===== src/rtl/sum16_serie_defs.vh =====
// Shared constants for sum16_serie: FSM state encodings and nibble width.
`ifndef SUM16_SERIE_DEFS_VH
`define SUM16_SERIE_DEFS_VH

`define SUM16_SERIE_NIB_W     4
`define SUM16_SERIE_ST_IDLE   2'b00
`define SUM16_SERIE_ST_SUMA   2'b01
`define SUM16_SERIE_ST_FIN    2'b10

`endif


===== src/rtl/sum16_serie_pkg.sv =====
// Types and constants for the nibble-serial adder sum16_serie.
package sum16_serie_pkg;

`include "sum16_serie_defs.vh"

    localparam int NIB_W = `SUM16_SERIE_NIB_W;

    typedef enum logic [1:0] {
        IDLE = `SUM16_SERIE_ST_IDLE,
        SUMA = `SUM16_SERIE_ST_SUMA,
        FIN  = `SUM16_SERIE_ST_FIN
    } state_t;

    // Signed overflow of the top nibble: carry into its MSB xor carry out of it.
    function automatic logic nib_ovf(input logic a_msb, input logic b_msb,
                                     input logic s_msb, input logic c_msb_out);
        return (a_msb ^ b_msb ^ s_msb) ^ c_msb_out;
    endfunction

endpackage


===== src/rtl/sum4.sv =====
// 4-bit ripple adder cell with carry in/out.
module sum4 (
    output logic [3:0] s,
    output logic       c_out,
    input  logic [3:0] a,
    input  logic [3:0] b,
    input  logic       c_in
);

    assign {c_out, s} = {1'b0, a} + {1'b0, b} + {4'b0000, c_in};

endmodule


===== src/rtl/sum16_serie.sv =====
// Nibble-serial adder: one 4-bit slice per cycle through a single sum4 cell.
// Define SUM16_SERIE_OVF_EN to add the two's-complement overflow output ovf.
module sum16_serie
    import sum16_serie_pkg::*;
#(
    parameter int N_NIB = 4
) (
    input  logic                   clk,
    input  logic                   rst_n,
    input  logic                   start,
    input  logic [NIB_W*N_NIB-1:0] a,
    input  logic [NIB_W*N_NIB-1:0] b,
    input  logic                   c_in,
    output logic                   ready,
    output logic                   done,
    output logic [NIB_W*N_NIB-1:0] s,
    output logic                   c_out
`ifdef SUM16_SERIE_OVF_EN
    ,
    output logic                   ovf
`endif
);

    localparam int W     = NIB_W * N_NIB;
    localparam int IDX_W = (N_NIB > 1) ? $clog2(N_NIB) : 1;

    state_t             state_q;
    state_t             state_d;
    logic [W-1:0]       a_q;
    logic [W-1:0]       b_q;
    logic [W-1:0]       s_q;
    logic               carry_q;
    logic               c_out_q;
    logic [IDX_W-1:0]   idx_q;
    logic               last_nib;
    logic               accept;
    int                 nib_base;
    logic [NIB_W-1:0]   a_nib;
    logic [NIB_W-1:0]   b_nib;
    logic [NIB_W-1:0]   sum_nib;
    logic               nib_cout;

    assign accept   = (state_q == IDLE) && start;
    assign last_nib = (idx_q == IDX_W'(N_NIB - 1));
    assign nib_base = int'(idx_q) * NIB_W;
    assign a_nib    = a_q[nib_base +: NIB_W];
    assign b_nib    = b_q[nib_base +: NIB_W];

    sum4 u_sum4 (
        .s    (sum_nib),
        .c_out(nib_cout),
        .a    (a_nib),
        .b    (b_nib),
        .c_in (carry_q)
    );

    always_ff @(posedge clk) begin
        if (!rst_n) begin
            state_q <= IDLE;
        end else begin
            state_q <= state_d;
        end
    end

    // The unused encoding 2'b11 falls through to the default and recovers to IDLE.
    always_comb begin
        state_d = state_q;
        ready   = 1'b0;
        done    = 1'b0;
        case (state_q)
            IDLE: begin
                ready = 1'b1;
                if (start) begin
                    state_d = SUMA;
                end
            end
            SUMA: begin
                if (last_nib) begin
                    state_d = FIN;
                end
            end
            FIN: begin
                done    = 1'b1;
                state_d = IDLE;
            end
            default: begin
                state_d = IDLE;
            end
        endcase
    end

    // Operand latches carry no reset: they are always reloaded on acceptance.
    always_ff @(posedge clk) begin
        if (accept && rst_n) begin
            a_q <= a;
            b_q <= b;
        end
    end

    always_ff @(posedge clk) begin
        if (!rst_n) begin
            s_q     <= '0;
            c_out_q <= 1'b0;
            carry_q <= 1'b0;
            idx_q   <= '0;
        end else if (accept) begin
            s_q     <= '0;
            c_out_q <= 1'b0;
            carry_q <= c_in;
            idx_q   <= '0;
        end else if (state_q == SUMA) begin
            s_q[nib_base +: NIB_W] <= sum_nib;
            carry_q                <= nib_cout;
            if (last_nib) begin
                c_out_q <= nib_cout;
                idx_q   <= '0;
            end else begin
                idx_q   <= idx_q + IDX_W'(1);
            end
        end
    end

`ifdef SUM16_SERIE_OVF_EN
    logic ovf_q;

    always_ff @(posedge clk) begin
        if (!rst_n) begin
            ovf_q <= 1'b0;
        end else if (accept) begin
            ovf_q <= 1'b0;
        end else if ((state_q == SUMA) && last_nib) begin
            ovf_q <= nib_ovf(a_nib[NIB_W-1], b_nib[NIB_W-1], sum_nib[NIB_W-1], nib_cout);
        end
    end

    assign ovf = ovf_q;
`endif

    assign s     = s_q;
    assign c_out = c_out_q;

endmodule

===== config.mk =====
export PLATFORM = sky130hd
export DESIGN_NAME = sum16_serie
export DESIGN_NICKNAME = d
export VERILOG_FILES = /design/src/rtl/sum16_serie_pkg.sv /design/src/rtl/sum4.sv /design/src/rtl/sum16_serie.sv
export VERILOG_INCLUDE_DIRS = /design/src /design/src/rtl
export SDC_FILE = /design/constraint.sdc
export NUM_CORES = 1
export LEC_CHECK = 0
export ABC_AREA = 1
export CORE_ASPECT_RATIO = 0.6
export CORE_MARGIN = 3
export CORE_UTILIZATION = 49
export DETAILED_ROUTE_END_ITERATION = 10
export PLACE_DENSITY = 0.79
export SLEW_MARGIN = 20
export SYNTH_ARGS = -nofsm -noshare
export SYNTH_HDL_FRONTEND = slang
export SYNTH_SLANG_ARGS = --single-unit

===== constraint.sdc =====
create_clock -name clk -period 2.7 [get_ports clk]
set_input_delay 0.54 -clock clk [delete_from_list [all_inputs] [get_ports clk]]
set_output_delay 0.54 -clock clk [all_outputs]
set_load 0.01 [all_outputs]

==> results of run 1 <==
[layout by cell type, fill, tap and decap left out]
master and n:
sky130_fd_sc_hd__clkdlybuf4s50_1 54, sky130_fd_sc_hd__o21ai_1 2, sky130_fd_sc_hd__nand4_1 3, sky130_fd_sc_hd__clkinv_1 1
sky130_fd_sc_hd__nor2_1 28, sky130_fd_sc_hd__xor2_1 1, sky130_fd_sc_hd__nor4_4 1, sky130_fd_sc_hd__fa_1 2
sky130_fd_sc_hd__o21ai_0 18, sky130_fd_sc_hd__edfxtp_1 32, sky130_fd_sc_hd__clkbuf_8 6, sky130_fd_sc_hd__dfxtp_1 22
sky130_fd_sc_hd__nor3_1 1, sky130_fd_sc_hd__nand2_2 2, sky130_fd_sc_hd__nor2_8 1, sky130_fd_sc_hd__nand3_1 6
sky130_fd_sc_hd__inv_2 3, sky130_fd_sc_hd__a22oi_1 4, sky130_fd_sc_hd__o22ai_1 8, sky130_fd_sc_hd__a21oi_2 1
sky130_fd_sc_hd__bufinv_16 2, sky130_fd_sc_hd__a21oi_1 15, sky130_fd_sc_hd__buf_4 6, sky130_fd_sc_hd__nor2_2 3
sky130_fd_sc_hd__inv_1 9, sky130_fd_sc_hd__ha_1 9, sky130_fd_sc_hd__nand2_1 35, sky130_fd_sc_hd__a21o_1 1
[metrics by stage]
step	total power [mW]	std cells	utilization	cell area, µm²
after floorplan	1.06	214	-	2270
after global placement	1.15	328	0.679	2910
after detailed placement	1.16	328	0.679	2910
after CTS	1.80	336	0.713	3050
after global routing	1.87	336	0.713	3050
final	1.79	336	0.713	3050
[power groups by stage]
stage                     Combinational (mW)  Clock, mW  Sequential, mW
after global routing                   0.259      0.688           0.918
after CTS                              0.229      0.658           0.915
after floorplan                        0.128          0           0.932
final                                  0.228      0.642           0.915
after detailed placement               0.228          0           0.934
after global placement                 0.221          0           0.933
[logic make-up (layout without fill, tap and decap cells)]
family	Yosys count	in the layout	share of synthesized area
xor gates and xnor gates	1	1	0.00385
adders and majority gates	11	11	0.0671
DFF	54	54	0.616
AOI/OAI and AO/OA	49	49	0.119
buffers and inverters	19	81	0.0352
and+or+nand+nor	80	80	0.158
[final timing paths]
| check | start | endpoint | cells after the start |
|---|---|---|---|
| worst max-delay path | idx_q[0] | s[6] | 10 |
| worst min-delay path | s[11] | s[11] | 2 |
| worst max register to register | idx_q[0] | s[6] | 10 |
| worst min register to register | s[11] | s[11] | 2 |
[flip-flops by register name (all words and copies together), names as in the netlist]
name	flops
a_q	16
b_q	16
s	16
carry_q	1
state_q	2
idx_q	2
c_out	1
[layout make-up]
type,count,area (µm²),area share
Tap cell,60,75.1,0.0246
Clock inverter,2,60.1,0.0197
Timing Repair Buffer,60,586,0.192
Inverter,13,48.8,0.0160
Clock buffer,6,82.6,0.0271
Multi-Input combinational cell,141,796,0.261
Sequential cell,54,1400,0.460
[routing by layer]
metal	share of wire	wire length, µm	global-route usage
met1	0.48	2370	0.288
met2	0.44	2190	0.305
met3	0.079	394	0.0524
met4	0.0066	33	0.0412
met5	0	0	0
[worst min-delay path, delay by kind of cell, from the launching register on]
family             cells  cell delay, ns
and+or+nand+nor        1            0.06
DFF                    1            0.32
AOI/OAI and AO/OA      1            0.05
==> impl_metrics.csv, run 1 <==
group,metric,value,unit
run_status,run_status,"complete, no violations",
power_and_ir_drop,maximum_resistive_drop_on_vdd,0.373,mV
synth,synth_top_area_share,0.422,
job,max_cap_viol_count,0,
sta,tightestPinTransition,0.394,ns
routing,drcViolationCount,0,
sta,timing.final.crit_share,0.887,
sta,finalWorstSetupSlack,0.305,ns
sta,final_period_minus_worst_setup_slack,2.40,ns
critical_path,timing.critical_path.arrival,2.63,ns
routing,via_density_per_instance,5.23,
synth,syn_avg_cell_area,10.6,µm²
cells_and_area,layout.filler_cells,325,
routing,detailedRoute.firstPassIterationCount,4,
synth,yosysWarningCount,0,
power_and_ir_drop,power.switching_fraction,0.215,
synth,portion_of_the_post_synthesis_area_used_by_sequential_elements,0.616,
critical_path,worst_setup_path_end_kind,"flop",
synth,post-synth-top-area-cell,"sky130_fd_sc_hd__edfxtp_1",
routing,vias,1757,
synth,synth_top_flop_cell,"sky130_fd_sc_hd__edfxtp_1",
clock_tree,cts_max_path_buffers,2,
routing,detail_route.wirelength,4980,µm
global_routing,globalRoute.totalOverflow,0,
clock_tree,clock_sinks,54,
die,io_pins,55,
cells_and_area,post_route_cells_drive_above_1_share,0.0906,
power_and_ir_drop,p_switching,0.383,mW
critical_path,worst_ep_required_time,2.94,ns
power_and_ir_drop,power.clock.fraction,0.360,
clock_tree,ctsHoldBuffers,0,
synth,synth_top_cells_by_count,"35 x sky130_fd_sc_hd__nand2_1, 32 x sky130_fd_sc_hd__edfxtp_1, 29 x sky130_fd_sc_hd__nor2_1, 22 x sky130_fd_sc_hd__dfxtp_1, 18 x sky130_fd_sc_hd__o21ai_0",
global_routing,grt_first_pass_wirelength,8370,µm
die,placement_rows,18,
routing,drt-initial-drc-count,115,
synth,postSynthRegisterBits,54,
global_routing,grt_start_max_net_pins,33,
synth,number_of_library_cell_types_mapped_by_synthesis,28,
power_and_ir_drop,pwr-share-seq,0.513,
cells_and_area,diodes,0,
global_routing,antenna_found_initial,0,
critical_path,path_cells,"buf_4, o21ai_0, o22ai_1, fa_1, fa_1, xor2_1, nand2_1, nor2_1, a22oi_1, nor2_1",
sta,grt_setup_unrepaired,"no",
critical_path,path_delay_family,"adder cells",
placement,dpl.hpwl,3750,µm
critical_path,startpoint_type,"flop",
cells_and_area,nNetsFinal,322,
synth,netlist_top_cells_area,"sky130_fd_sc_hd__edfxtp_1 42%, sky130_fd_sc_hd__dfxtp_1 19%, sky130_fd_sc_hd__nand2_1 5.8%",
routing,wl_per_cell,14.8,µm
critical_path,cpMaxStageDelayCell,"sky130_fd_sc_hd__fa_1",
power_and_ir_drop,p_leak,1.08,nW
worst_hold_path,hold_path_class,"flop to flop",
sta,timing.final.hold_violations,0,
clock_tree,cts_root_buffer,"sky130_fd_sc_hd__clkbuf_8",
placement,finalWeightedCongestion,0.843,
synth,ys_async_sr_fraction,0,
global_routing,track_usage,0.199,
clock_tree,cts_max_level,2,
critical_path,setup.worst_path.class,"flop to flop",
critical_path,setup.reg_to_reg.worst_slack,0.30,ns
die,floorplan.core_area,0.00428,mm²
cells_and_area,areaGrowthSynthToFinish,34.0,%
sta,fin_skew,0.00673,ns
sta,worst_hold_slack,0.470,ns
critical_path,cpPeakStageDelay,0.43,ns
clock_tree,clk_pin_slew,0.09,ns
sta,number_of_setup_violations_in_the_final_report,0,
synth,synth_edf_count,32,
power_and_ir_drop,share_of_power_burned_in_combinational_logic,0.128,
routing,postRouteAntennaNets,0,
synth,synth_most_common_cell,"sky130_fd_sc_hd__nand2_1",
clock_tree,clock_tree_from_tritoncts,"built",
sta,totalNegativeSetupSlack,0,ns
critical_path,crit_buf_inv,1,
power_and_ir_drop,cellPowerDensity,586,mW/mm²
die,die_area,0.00552,mm²
die,initial_utilization,0.532,
placement,port-buffer-count,54,
synth,syn-instance-count,214,
clock_tree,cts_setup_buffers,0,
placement,placement.setup.worst_slack,0.311,ns
critical_path,critPathMaxFanout,9,
die,die_w,94.0,µm
global_routing,vias_in_the_first_global_route,1716,
synth,mappedNetlistArea,0.00227,mm²
sta,fmax,418,MHz
clock_tree,insertion_delay,0.30,ns
clock_tree,cts_resized,0,
power_and_ir_drop,internal-power,1.40,mW
die,chipHeight,58.8,µm
sta,max_slew_margin,0.737,
clock_tree,cts_buffers,5,
sta,slew_violations,0,
synth,synthesis.nets,261,
No activity file was read; power rests on OpenSTA's default activity.
==> inputs of run 2 (changes only) <==
CORE_UTILIZATION = 42   (was 49)
PLACE_DENSITY = 0.69   (was 0.79)
clock period = 2.5 ns   (was 2.7 ns; I/O delays follow)
==> run 2 against run 1 <==
  * Sequential power grew 7.9%
  * Flip-flop and latch count is the same
  * Clock power shrank 26%
  * Sequential share of layout area grew 0.33 points
  * Non-clock buffer count grew 3
==> impl_metrics.csv, run 2 (synthesis gave the netlist of run 1 again) <==
group,metric,value,unit
run_status,run_status,"complete, no violations",
routing,detailedRoute.firstPassIterationCount,4,
sta,final_period_minus_worst_setup_slack,2.32,ns
power_and_ir_drop,total_power,1.73,mW
clock_tree,insertion_delay,0.31,ns
critical_path,worst_ep_required_time,2.74,ns
clock_tree,clock_tree_from_tritoncts,"built",
worst_hold_path,hold_path_class,"flop to flop",
cells_and_area,post_route_cells_drive_above_1_share,0.104,
global_routing,gr-usage-met2,0.202,
clock_tree,cts_max_level,2,
clock_tree,ctsHoldBuffers,0,
global_routing,grt_first_pass_wirelength,7470,µm
placement,place_inst,335,
global_routing,vias_in_the_first_global_route,1582,
power_and_ir_drop,cellPowerDensity,570,mW/mm²
global_routing,track_usage,0.150,
critical_path,worst-r2r-cell-count,10,
placement,finalWeightedCongestion,0.807,
critical_path,timing.critical_path.arrival,2.56,ns
die,io_pins,55,
sta,fmax,431,MHz
clock_tree,cts_max_path_buffers,2,
critical_path,startpoint_type,"flop",
global_routing,gr-max-usage-layer,"met1",
global_routing,globalRouteMet3Util,0.0446,
routing,vias,1672,
power_and_ir_drop,p_leak,1.07,nW
global_routing,grtUsageMet1,0.231,
cells_and_area,nNetsFinal,325,
cells_and_area,diodes,0,
global_routing,antenna_found_initial,0,
routing,drcViolationCount,0,
global_routing,grt_start_max_net_pins,34,
die,floorplan.core_area,0.00515,mm²
cells_and_area,commonest_non_fill_non_tap_cells_in_the_layout,"54 x sky130_fd_sc_hd__clkdlybuf4s50_1, 35 x sky130_fd_sc_hd__nand2_1, 32 x sky130_fd_sc_hd__edfxtp_1",
cells_and_area,layout.filler_cells,439,
sta,slew_violations,0,
routing,wl_per_cell,13.2,µm
placement,port-buffer-count,54,
critical_path,worst_setup_path_end_kind,"flop",
placement,placement.setup.worst_slack,0.0759,ns
sta,timing.final.hold_violations,0,
worst_hold_path,min_delay_path_depth,2,
clock_tree,cts_root_buffer,"sky130_fd_sc_hd__clkbuf_8",
critical_path,critPathMaxFanout,7,
die,placement_rows,20,
cells_and_area,areaGrowthSynthToFinish,33.2,%
clock_tree,cts_buffers,5,
sta,number_of_setup_violations_in_the_final_report,0,
cells_and_area,finalNonFillerCells,345,
die,chipHeight,63.0,µm
sta,totalNegativeSetupSlack,0,ns
cells_and_area,mostFrequentLayoutCell,"sky130_fd_sc_hd__clkdlybuf4s50_1",
die,initial_utilization,0.441,
sta,timing.final.crit_share,0.928,
sta,tightestPinTransition,0.400,ns
placement,dpl.hpwl,3380,µm
sta,finalWorstSetupSlack,0.179,ns
clock_tree,clock_sinks,54,
clock_tree,clk_pin_slew,0.10,ns
power_and_ir_drop,maximum_resistive_drop_on_vdd,0.272,mV
routing,drt-initial-drc-count,79,
routing,via_density_per_instance,4.85,
sta,max_slew_margin,0.733,
critical_path,setup.worst_path.class,"flop to flop",
sta,fin_skew,0.0125,ns
routing,postRouteAntennaNets,0,
die,die_w,101,µm
routing,detail_route.wirelength,4550,µm
die,die_area,0.00636,mm²
global_routing,globalRoute.totalOverflow,0,
job,max_cap_viol_count,0,
## run 2: layer usage
layer | wire, µm | vias up
met5 | 0 | -
met2 | 1790 | 54
met3 | 345 | 6
li1 | - | 866
met1 | 2350 | 746
met4 | 51 | 0
## run 2: cell type report
class / instances / area, µm² / area share
clock buffer: 5 / 68.8 / 0.0227
inverter: 13 / 48.8 / 0.0161
sequential: 54 / 1400 / 0.463
multi-input combinational: 141 / 803 / 0.265
clock inverter: 3 / 16.3 / 0.00537
tap: 66 / 82.6 / 0.0273
timing repair buffer: 63 / 608 / 0.201
## run 2: worst max-delay path, stage by stage, from the launching register on
cell,delay [ns]
sky130_fd_sc_hd__dfxtp_1,0.39
sky130_fd_sc_hd__inv_1,0.12
sky130_fd_sc_hd__o21ai_0,0.17
sky130_fd_sc_hd__o22ai_1,0.12
sky130_fd_sc_hd__fa_1,0.45
sky130_fd_sc_hd__fa_1,0.44
sky130_fd_sc_hd__xor2_2,0.18
sky130_fd_sc_hd__nand2_1,0.07
sky130_fd_sc_hd__nor2_1,0.14
sky130_fd_sc_hd__a22oi_1,0.08
sky130_fd_sc_hd__nor2_1,0.09
## run 2: power breakdown
part,switching (mW),internal (mW)
combinational,0.138,0.129
clock,0.281,0.192
sequential,0.0118,0.975
total,0.431,1.30
## run 2: worst paths after layout
check                start    end  slack (ns)
setup / recovery  idx_q[0]  s[14]        0.18
hold / removal       s[13]  s[13]        0.47
setup reg to reg  idx_q[0]  s[14]        0.18
hold reg to reg      s[13]  s[13]        0.47
## run 2: stage by stage
stage	hold WS (ns)	util	instance area, µm²
2_1_floorplan	0.487	-	2280
3_3_place_gp	0.452	0.567	2920
3_5_place_dp	0.460	0.567	2920
4_1_cts	0.473	0.583	3010
5_1_grt	0.488	0.588	3030
6_report	0.472	0.588	3030
## run 2: what timing repair did
item / CTS / global route
buffers inserted: 0 / 2
endpoints found under the hold margin: 0 / 0
setup endpoints to repair: 0 / 4
gates resized for setup: 0 / 2
==> inputs of run 3 (changes only) <==
PLACE_DENSITY = default   (was 0.69)
PLACE_DENSITY_LB_ADDON = 0.3   (was default)
==> run 3 against run 2 <==
  * Global-route usage grew 0.85 points
  * Maximum frequency up 2.4%
  * Sequential share of layout area rose by 0.23 points
  * Combinational power is 3% lower
  * Largest cell class unchanged
  * Highest routed layer unchanged
==> impl_metrics.csv, run 3 (synthesis gave the netlist of run 1 again) <==
group,metric,value,unit
run_status,run_status,"complete, no violations",
sta,grt_setup_unrepaired,"no",
cells_and_area,mostFrequentLayoutCell,"sky130_fd_sc_hd__clkdlybuf4s50_1",
routing,vias,1695,
die,initial_utilization,0.441,
clock_tree,clock_tree_from_tritoncts,"built",
sta,timing.final.crit_share,0.907,
sta,max_slew_margin,0.734,
cells_and_area,post_route_cells_drive_above_1_share,0.101,
clock_tree,cts_buffers,5,
sta,number_of_setup_violations_in_the_final_report,0,
clock_tree,insertion_delay,0.30,ns
cells_and_area,areaGrowthSynthToFinish,32.6,%
sta,final_period_minus_worst_setup_slack,2.27,ns
sta,fin_skew,0.00652,ns
cells_and_area,postLayoutCellArea,0.00302,mm²
clock_tree,clk_pin_slew,0.09,ns
global_routing,grt_first_pass_wirelength,7700,µm
power_and_ir_drop,cellPowerDensity,566,mW/mm²
clock_tree,ctsHoldBuffers,0,
critical_path,cpPeakStageDelay,0.44,ns
cells_and_area,seq_area,0.00140,mm²
worst_hold_path,hold_path_class,"flop to flop",
cells_and_area,multi_input_area,803,µm²
sta,slew_violations,0,
clock_tree,cts_setup_buffers,0,
clock_tree,cts_max_path_buffers,2,
die,placement_rows,20,
global_routing,globalRoute.totalOverflow,0,
critical_path,setup.worst_path.class,"flop to flop",
cells_and_area,layout.filler_cells,460,
sta,tightestPinTransition,0.398,ns
die,floorplan.core_area,0.00515,mm²
cells_and_area,nNetsFinal,323,
critical_path,worst_ep_required_time,2.69,ns
power_and_ir_drop,maximum_resistive_drop_on_vdd,0.258,mV
sta,fmax,441,MHz
critical_path,crit_buf_inv,1,
clock_tree,cts_max_level,2,
routing,via_density_per_instance,4.94,
die,io_pins,55,
placement,dpl.hpwl,3520,µm
sta,worst_hold_slack,0.468,ns
critical_path,cpMaxStageDelayCell,"sky130_fd_sc_hd__fa_1",
job,max_cap_viol_count,0,
critical_path,critPathMaxFanout,10,
global_routing,vias_in_the_first_global_route,1623,
die,chipHeight,63.0,µm
critical_path,timing.critical_path.arrival,2.46,ns
routing,postRouteAntennaNets,0,
routing,detail_route.wirelength,4660,µm
cells_and_area,diodes,0,
critical_path,path_cells,"buf_4, o21ai_0, o22ai_1, fa_1, fa_1, xor2_2, nand2_1, nor2_1, a22oi_1, nor2_1",
placement,finalWeightedCongestion,0.822,
clock_tree,cts_root_buffer,"sky130_fd_sc_hd__clkbuf_8",
placement,port-buffer-count,54,
sta,totalNegativeSetupSlack,0,ns
routing,detailedRoute.firstPassIterationCount,4,
routing,drt-initial-drc-count,80,
die,die_w,101,µm
sta,timing.final.hold_violations,0,
routing,drcViolationCount,0,
routing,wl_per_cell,13.6,µm
critical_path,worst_setup_path_end_kind,"flop",
power_and_ir_drop,p_leak,1.06,nW
placement,placed_cell_area,0.00292,mm²
global_routing,grt_start_max_net_pins,34,
critical_path,path_delay_family,"adder cells",
cells_and_area,commonest_non_fill_non_tap_cells_in_the_layout,"54 x sky130_fd_sc_hd__clkdlybuf4s50_1, 35 x sky130_fd_sc_hd__nand2_1, 32 x sky130_fd_sc_hd__edfxtp_1",
die,die_area,0.00636,mm²
critical_path,startpoint_type,"flop",
global_routing,antenna_found_initial,0,
global_routing,track_usage,0.159,
clock_tree,clock_sinks,54,
-- run 3: changes by cell type in the layout (fill, tap and decap cells not counted), sizes merged --
| cell | delta |
|---|---|
| buf | -2 |
-- run 3: stage by stage --
| stage | setup WS (ns) | cells | power (mW) | utilization |
|---|---|---|---|---|
| after global routing | 0.0233 | 343 | 1.80 | 0.585 |
| after floorplan | 0.163 | 214 | 1.14 | - |
| final | 0.233 | 343 | 1.71 | 0.585 |
| after global placement | 0.309 | 335 | 1.26 | 0.567 |
| after CTS | 0.187 | 343 | 1.72 | 0.583 |
| after detailed placement | 0.229 | 335 | 1.26 | 0.567 |
-- run 3: worst min-delay path, cell delays in order (launching register included) --
cell and delay (ns):
sky130_fd_sc_hd__dfxtp_1 0.32, sky130_fd_sc_hd__nand2_1 0.06, sky130_fd_sc_hd__a21oi_1 0.05
-- run 3: area by class of cell --
| cell class | count | share of cell area |
|---|---|---|
| sequential | 54 | 0.465 |
| multi-input combinational | 141 | 0.266 |
| timing repair buffer | 61 | 0.197 |
| tap | 66 | 0.0274 |
| clock buffer | 5 | 0.0228 |
| inverter | 13 | 0.0162 |
| clock inverter | 3 | 0.00539 |
-- run 3: where the power goes --
part / internal (mW) / total [mW] / switching, mW / leakage [nW]
Clock: 0.192 / 0.460 / 0.268 / 0.0416
Sequential: 0.975 / 0.987 / 0.0119 / 0.475
Combinational: 0.121 / 0.258 / 0.137 / 0.541
-- run 3: path summary, 6_finish.rpt --
path	from	cells past startpoint	to	slack, ns
worst max register to register	idx_q[0]	10	s[6]	0.23
worst min-delay path	s[8]	2	s[8]	0.47
worst min register to register	s[8]	2	s[8]	0.47
worst max-delay path	idx_q[0]	10	s[6]	0.23
-- run 3: metal layers --
layer	global-route usage	up-vias	wire length (µm)
li1	-	863	-
met1	0.222	760	2220
met2	0.227	67	1970
met3	0.0557	5	416
met4	0.0564	0	59
met5	0	-	0
-- run 3: what timing repair did --
item | CTS | global route
endpoints found under the hold margin | 0 | 0
resized for setup | 0 | 4
setup endpoints to repair | 0 | 4
